`config.mk`:
```
export PLATFORM = sky130hd
export DESIGN_NAME = mem_lane_ctrl
export DESIGN_NICKNAME = d
export VERILOG_FILES = /design/src/rtl/mem_lane_pkg.sv /design/src/rtl/mem_lane_ctrl_lane_mapper.sv /design/src/rtl/mem_lane_ctrl.sv
export SDC_FILE = /design/constraint.sdc
export NUM_CORES = 1
export LEC_CHECK = 0
export BUFFER_PORTS_ARGS = -buffer_cell sky130_fd_sc_hd__clkbuf_2
export CAP_MARGIN = 5
export CORE_MARGIN = 10
export CORE_UTILIZATION = 30
export CTS_CLUSTER_SIZE = 20
export DETAILED_ROUTE_END_ITERATION = 10
export SLEW_MARGIN = 20
export SYNTH_ARGS = -nofsm -noshare
export SYNTH_HDL_FRONTEND = slang
export SYNTH_SLANG_ARGS = --single-unit
```
`constraint.sdc`:
```
create_clock -name clk -period 5.26 [get_ports clk]
set_clock_uncertainty 0.05 [all_clocks]
set_input_delay 1.052 -clock clk [delete_from_list [all_inputs] [get_ports clk]]
set_output_delay 1.052 -clock clk [all_outputs]
set_load 0.05 [all_outputs]
```
`src/rtl/mem_lane_pkg.sv`:
```
// Shared types and constants for the byte-lane memory controller.
package mem_lane_pkg;

    localparam int LANES  = 4;
    localparam int ROW_W  = 10;
    localparam int ADDR_W = ROW_W + 2;

    // Access sizes as carried on d_size; 2'd3 is reserved and behaves as a word.
    localparam logic [1:0] SZ_B = 2'd0;
    localparam logic [1:0] SZ_H = 2'd1;
    localparam logic [1:0] SZ_W = 2'd2;

    typedef enum logic [1:0] {
        IDLE  = 2'd0,
        BEAT1 = 2'd1,
        BEAT2 = 2'd2,
        RESP  = 2'd3
    } state_e;

    // Number of bytes moved by an access of the given size.
    function automatic logic [2:0] size_bytes(input logic [1:0] sz);
        case (sz)
            SZ_B:    size_bytes = 3'd1;
            SZ_H:    size_bytes = 3'd2;
            default: size_bytes = 3'd4;
        endcase
    endfunction

    // Sign- or zero-extend the low byte/half of an assembled load.
    function automatic logic [31:0] load_extend(input logic [31:0] w,
                                                input logic [1:0]  sz,
                                                input logic        uns);
        case (sz)
            SZ_B:    load_extend = uns ? {24'd0, w[7:0]}  : {{24{w[7]}}, w[7:0]};
            SZ_H:    load_extend = uns ? {16'd0, w[15:0]} : {{16{w[15]}}, w[15:0]};
            default: load_extend = w;
        endcase
    endfunction

endpackage

```
`src/rtl/mem_lane_ctrl_lane_mapper.sv`:
```
// Maps an access (byte offset, byte count, beat index) onto the four lanes:
// which lanes are touched in this beat, the write data rotated into lane
// positions, and for every lane the access byte index it carries.
module lane_mapper
    import mem_lane_pkg::*;
(
    input  logic [1:0]  off_i,
    input  logic [2:0]  n_i,
    input  logic        beat_i,
    input  logic [31:0] wdata_i,
    output logic [3:0]  sel_o,
    output logic [31:0] wbytes_o,
    output logic [7:0]  pos_o
);

    logic [1:0] idx;
    logic       touched;
    logic       in_first_row;

    // Lane k holds access byte (k - off) mod 4; it lives in the first row when k >= off.
    always_comb begin
        sel_o        = '0;
        wbytes_o     = '0;
        pos_o        = '0;
        idx          = '0;
        touched      = 1'b0;
        in_first_row = 1'b0;
        for (int k = 0; k < LANES; k++) begin
            idx          = 2'(k) - off_i;
            touched      = ({1'b0, idx} < n_i);
            in_first_row = (2'(k) >= off_i);
            sel_o[k]     = touched && (beat_i ? !in_first_row : in_first_row);
            wbytes_o[8*k +: 8] = wdata_i[8*idx +: 8];
            pos_o[2*k +: 2]    = idx;
        end
    end

endmodule

```
`src/rtl/mem_lane_ctrl.sv`:
```
// Sequences the four byte-lane banks for a fetch port and a load/store port.
// Handshake: a port holds req until its ready pulses (ready is combinational,
// only in IDLE); exactly one rvalid pulse per accepted access follows.
module mem_lane_ctrl
    import mem_lane_pkg::*;
#(
    parameter int ROW_W  = mem_lane_pkg::ROW_W,
    parameter int ADDR_W = mem_lane_pkg::ADDR_W
) (
    input  logic              clk,
    input  logic              rst_n,
    input  logic              i_req,
    input  logic [ADDR_W-1:0] i_addr,
    output logic              i_ready,
    output logic              i_rvalid,
    output logic [31:0]       i_rdata,
    input  logic              d_req,
    input  logic              d_we,
    input  logic [1:0]        d_size,
    input  logic              d_unsigned,
    input  logic [ADDR_W-1:0] d_addr,
    input  logic [31:0]       d_wdata,
    output logic              d_ready,
    output logic              d_rvalid,
    output logic [31:0]       d_rdata,
    output logic [ROW_W-1:0]  lane_addr,
    output logic [3:0]        lane_sel,
    output logic              lane_we,
    output logic [31:0]       lane_d,
    input  logic [31:0]       lane_q
);

    state_e            state_q;
    logic              ptr_q;      // 1: D granted last, 0: I granted last
    logic              is_d_q;
    logic              we_q;
    logic [1:0]        size_q;
    logic              uns_q;
    logic [1:0]        off_q;
    logic [ROW_W-1:0]  row_q;
    logic [31:0]       wdata_q;
    logic [31:0]       asm_q;
    logic [31:0]       asm_d;

    logic [ROW_W-1:0]  lane_addr_q;
    logic [3:0]        lane_sel_q;
    logic              lane_we_q;
    logic [31:0]       lane_d_q;
    logic              i_rvalid_q, d_rvalid_q;
    logic [31:0]       i_rdata_q, d_rdata_q;

    logic              gnt_d, gnt_i;
    logic [1:0]        m_off;
    logic [2:0]        m_n;
    logic              m_beat;
    logic [31:0]       m_wdata;
    logic [3:0]        map_sel;
    logic [31:0]       map_wbytes;
    logic [7:0]        map_pos;
    logic              crossing;
    logic              last_beat;
    logic [31:0]       resp_data;
    logic [ROW_W-1:0]  req_row;
    logic              unused_fetch_off;

    // Fetches are always whole aligned words; the low address bits carry no meaning.
    assign unused_fetch_off = ^i_addr[1:0];

    // Round-robin grant, only while idle; D wins a tie when I was granted last.
    always_comb begin
        gnt_d = 1'b0;
        gnt_i = 1'b0;
        if (state_q == IDLE) begin
            gnt_d = d_req && (!i_req || !ptr_q);
            gnt_i = i_req && !gnt_d;
        end
    end

    assign i_ready = gnt_i;
    assign d_ready = gnt_d;
    assign req_row = gnt_d ? d_addr[ADDR_W-1:2] : i_addr[ADDR_W-1:2];

    // Mapper sees the incoming request while idle (first beat) and the latched one afterwards.
    always_comb begin
        m_off   = off_q;
        m_n     = size_bytes(size_q);
        m_beat  = 1'b1;
        m_wdata = wdata_q;
        if (state_q == IDLE) begin
            m_beat = 1'b0;
            if (gnt_d) begin
                m_off   = d_addr[1:0];
                m_n     = size_bytes(d_size);
                m_wdata = d_wdata;
            end else begin
                m_off   = 2'd0;
                m_n     = 3'd4;
                m_wdata = '0;
            end
        end
    end

    lane_mapper u_map (
        .off_i    (m_off),
        .n_i      (m_n),
        .beat_i   (m_beat),
        .wdata_i  (m_wdata),
        .sel_o    (map_sel),
        .wbytes_o (map_wbytes),
        .pos_o    (map_pos)
    );

    // Merge the bytes of the lanes active in this beat into their access positions.
    always_comb begin
        asm_d = asm_q;
        for (int k = 0; k < LANES; k++) begin
            if (lane_sel_q[k]) asm_d[8*map_pos[2*k +: 2] +: 8] = lane_q[8*k +: 8];
        end
    end

    assign crossing  = ({1'b0, off_q} + size_bytes(size_q)) > 3'd4;
    assign last_beat = (state_q == BEAT2) || ((state_q == BEAT1) && !crossing);
    assign resp_data = is_d_q ? (we_q ? 32'd0 : load_extend(asm_d, size_q, uns_q)) : asm_d;

    // Controller FSM: accept, one or two lane beats, then a one-cycle response.
    always_ff @(posedge clk or negedge rst_n) begin
        if (!rst_n) begin
            state_q     <= IDLE;
            ptr_q       <= 1'b0;
            is_d_q      <= 1'b0;
            we_q        <= 1'b0;
            size_q      <= SZ_B;
            uns_q       <= 1'b0;
            off_q       <= '0;
            row_q       <= '0;
            wdata_q     <= '0;
            asm_q       <= '0;
            lane_addr_q <= '0;
            lane_sel_q  <= '0;
            lane_we_q   <= 1'b0;
            lane_d_q    <= '0;
            i_rvalid_q  <= 1'b0;
            d_rvalid_q  <= 1'b0;
            i_rdata_q   <= '0;
            d_rdata_q   <= '0;
        end else begin
            case (state_q)
                IDLE: begin
                    if (gnt_d || gnt_i) begin
                        ptr_q       <= gnt_d;
                        is_d_q      <= gnt_d;
                        we_q        <= gnt_d && d_we;
                        size_q      <= gnt_d ? d_size : SZ_W;
                        uns_q       <= d_unsigned;
                        off_q       <= m_off;
                        row_q       <= req_row;
                        wdata_q     <= m_wdata;
                        asm_q       <= '0;
                        lane_addr_q <= req_row;
                        lane_sel_q  <= map_sel;
                        lane_we_q   <= gnt_d && d_we;
                        if (gnt_d && d_we) lane_d_q <= map_wbytes;
                        state_q     <= BEAT1;
                    end
                end
                BEAT1: begin
                    asm_q <= asm_d;
                    if (crossing) begin
                        lane_addr_q <= row_q + 1'b1;
                        lane_sel_q  <= map_sel;
                        state_q     <= BEAT2;
                    end else begin
                        lane_sel_q  <= '0;
                        lane_we_q   <= 1'b0;
                        state_q     <= RESP;
                    end
                end
                BEAT2: begin
                    asm_q      <= asm_d;
                    lane_sel_q <= '0;
                    lane_we_q  <= 1'b0;
                    state_q    <= RESP;
                end
                RESP: begin
                    i_rvalid_q <= 1'b0;
                    d_rvalid_q <= 1'b0;
                    state_q    <= IDLE;
                end
                default: state_q <= IDLE;
            endcase
            if (last_beat) begin
                if (is_d_q) begin
                    d_rvalid_q <= 1'b1;
                    d_rdata_q  <= resp_data;
                end else begin
                    i_rvalid_q <= 1'b1;
                    i_rdata_q  <= resp_data;
                end
            end
        end
    end

    assign i_rvalid  = i_rvalid_q;
    assign i_rdata   = i_rdata_q;
    assign d_rvalid  = d_rvalid_q;
    assign d_rdata   = d_rdata_q;
    assign lane_addr = lane_addr_q;
    assign lane_sel  = lane_sel_q;
    assign lane_we   = lane_we_q;
    assign lane_d    = lane_d_q;

endmodule

```
==> run_results.csv <==
group,metric,value,unit
synthesis,postSynthCellCount,1132,
die,effective_utilization_at_floorplan,30.2,%
routing,avgRoutedWirePerCell,21.5,µm
clocking,numClockSinks,196,
setup_path,timing_worst_setup_path_type,"in2reg",
setup_path,critical_path_arrival,4.48,ns
setup_path,worst_path_fanout_max,23,
sta,timing.hold.ws,0.431,ns
clocking,cts_tree,"built",
synthesis,synth_area_leader_cell,"sky130_fd_sc_hd__dfrtp_1",
clocking,source_to_sink_clock_delay_at_the_later_pin_of_the_worst_skew_pair,0.45,ns
synthesis,synth-seq-area-share,45.9,%
clocking,worst_setup_hold_path_clk_slew,0.08,ns
layout,num-fill-cells,3662,
flow_run,timing.max_cap.violations,0,
setup_path,critPathRequiredTime,5.51,ns
placement,port_buffers,208,
die,die_x,209,µm
routing,drt-vias-per-instance,5.39,
synthesis,summed_instance_area_of_the_synthesized_netlist,10700,µm²
global_routing,grt_pass1_vias,9668,
clocking,holdBufCountCts,0,
routing,remaining_drc_errors,0,
routing,routed_wl,38200,µm
global_routing,grt_antenna_before_repair,7,
setup_path,cp_slowest_cell,"sky130_fd_sc_hd__a2111oi_0",
synthesis,synth_fp_nets,1242,
synthesis,synth.top_cells.by_area,"sky130_fd_sc_hd__dfrtp_1 46%, sky130_fd_sc_hd__mux2i_1 7.7%, sky130_fd_sc_hd__o21ai_0 6.5%, sky130_fd_sc_hd__nand2_1 6.3%, sky130_fd_sc_hd__a22o_1 3.2%",
synthesis,netlist_top_cells_count,"196 x sky130_fd_sc_hd__dfrtp_1, 180 x sky130_fd_sc_hd__nand2_1, 139 x sky130_fd_sc_hd__o21ai_0",
synthesis,ys_async_sr_fraction,100,%
setup_path,critical-path-max-stage-delay,0.74,ns
sta,min_period,4.24,ns
clocking,postCtsSetupBuffers,0,
setup_path,critical_path.endpoint_type,"flop",
clocking,htree_levels,4,
placement,detailedPlacementHpwl,28000,µm
routing,detailedRoute.firstIterationViolations,766,
global_routing,grt_pass1_wl,58700,µm
power,ir_drop,0.408,mV
sta,tightestPinTransition,0.996,ns
clocking,cts.path.max_buffers,2,
sta,setup_tns,0,ns
global_routing,grt_max_degree,112,
power,leakage,6.09,nW
clocking,cts-resized-gates,0,
die,core.rowCount,69,
sta,max_clock_freq,236,MHz
die,die_area,43600,µm²
setup_path,worst_setup_path_start_kind,"input pin",
setup_path,cp_common_cell,"sky130_fd_sc_hd__buf_4",
setup_path,path_cells,"clkbuf_2, and2_1, a32o_1, inv_1, ha_1, buf_4, nand3b_1, o31ai_2, buf_4, and2_1, a2111oi_0, buf_4, nor2b_1, o21ai_0",
routing,drt-pass1-iter-count,6,
clocking,cts.root.buffer_cell,"sky130_fd_sc_hd__clkbuf_16",
synthesis,synth.avg_cell_area,9.44,µm²
routing,count_of_nets_left_with_antenna_violations_after_detail_routing,0,
layout,area_growth_syn_to_layout,20.4,%
synthesis,dominantRegCellSynth,"sky130_fd_sc_hd__dfrtp_1",
layout,finalNetCount,1410,
global_routing,grt_overflow,0,
sta,setup_repair_after_global_routing_missed_its_margin,"no",
placement,place_congestion,0.955,
outcome,status,"complete, no violations",
synthesis,number_of_flops_mapped_to_enable_cells_by_yosys,0,
global_routing,global_route.usage.total,17.1,%
synthesis,yosysUniqueCellTypes,72,
die,die_y,209,µm
clocking,tritoncts.num_buffers,17,
power,pwr_per_cell_area,735,nW/µm²
layout,layout-drive-gt1-share,22.8,%
placement,placedCellCount,1742,
sta,slew-limit-headroom,33.2,%
synthesis,synth.top_cell.area_share,45.9,%
synthesis,number_of_register_bits_inferred_by_synthesis,196,
layout,instances_no_fill,1778,
die,core-area,35400,µm²
sta,timing_max_transition_violations_final,0,
die,ios,211,
sta,post-route-period-util,80.6,%
sta,finalHoldViolations,0,
min_path,holdCritPathClass,"reg2reg",
routing,via_count,9576,
synthesis,yosysWarningCount,0,
synthesis,post-synth-top-count-cell,"sky130_fd_sc_hd__dfrtp_1",
sta,setup_violations,0,
sequential cells by signal, summed over array words and instances, names as in the netlist, 4 cells and up:
signal / cells
row_q: 10
lane_addr: 10
wdata_q: 32
lane_sel: 4
asm_q: 32
d_rdata: 32
lane_d: 32
i_rdata: 32
cell families (layout without fill, tap and decap cells):
group	count (synthesis)	count (layout)	synth area share (%)
other	0	4	0
muxes	94	94	8.94
and+or+nand+nor	356	356	15.6
adders and majority gates	14	14	1.71
AOI/OAI and AO/OA	356	356	23.0
DFF	196	196	45.9
buffers and inverters	104	285	3.96
xor gates and xnor gates	12	12	0.983
layout by cell type (no fill, tap or decap), drive strengths merged, types with 8 or more instances in the layout:
cell    instances
mux2           12
nand3          47
mux2i          82
a32o           13
a31oi          10
inv            22
a21oi          35
a22oi          41
nor3           13
buf            24
and3           16
or2             9
a311oi          8
nand2         180
and2           11
a32oi          11
nor2           39
a22o           39
ha             13
clkbuf        230
dfrtp         196
o21ai         152
nor2b          12
path summary, 6_finish.rpt:
| path | start | end | slack [ns] | cells after the start |
|---|---|---|---|---|
| max | d_req | d_rdata[22] | 1.02 | 14 |
| min | d_rdata[0] | d_rdata[0] | 0.43 | 2 |
| max reg2reg | state_q[1] | d_rdata[22] | 1.13 | 15 |
| min reg2reg | d_rdata[0] | d_rdata[0] | 0.43 | 2 |
| max in group asynchronous | rst_n | wdata_q[12] | 3.49 | 2 |
| min in group asynchronous | rst_n | i_rdata[6] | 0.68 | 1 |
power breakdown:
group          internal (mW)  switching, mW  leakage [nW]
registers               2.13          0.439          2.57
clock network          0.841          0.608         0.315
logic                   1.65           3.79          3.20
total                   4.62           4.84          6.09
worst max-delay path, delay by kind of cell:
kind,cells,cell delay (ns)
compound gates,4,1.33
fa+ha+maj,1,0.25
buf+inv,5,0.91
simple gates,4,0.93
area by class of cell:
cell class | count | area, µm² | area share (%)
diodes | 4 | 10.0 | 0.0778
repair buffers | 232 | 1250 | 9.75
clock inverters | 10 | 169 | 1.31
multi-input cells | 832 | 5400 | 42.0
clock buffers | 22 | 474 | 3.68
inverters | 21 | 78.8 | 0.612
well taps | 461 | 577 | 4.48
flip-flops and latches | 196 | 4900 | 38.1
layer usage:
layer	track usage, %	share of wire (%)	routed length (µm)
met1	21.4	42	16000
met2	27.6	47	17900
met3	6.23	9.9	3780
met4	3.50	1.1	433
met5	0	0.14	55
through the flow:
stage | total power, mW | utilization (%) | instance area, µm² | setup slack [ns]
3_5_place_dp | 8.08 | 34.5 | 12200 | 0.635
4_1_cts | 9.56 | 36.3 | 12900 | 1.12
2_1_floorplan | 6.50 | - | 10700 | 0.984
5_1_grt | 10.1 | 36.3 | 12900 | 0.823
3_3_place_gp | 7.99 | 34.5 | 12200 | 0.668
6_report | 9.46 | 36.4 | 12900 | 1.02
Power figures use the tool's default switching activity.
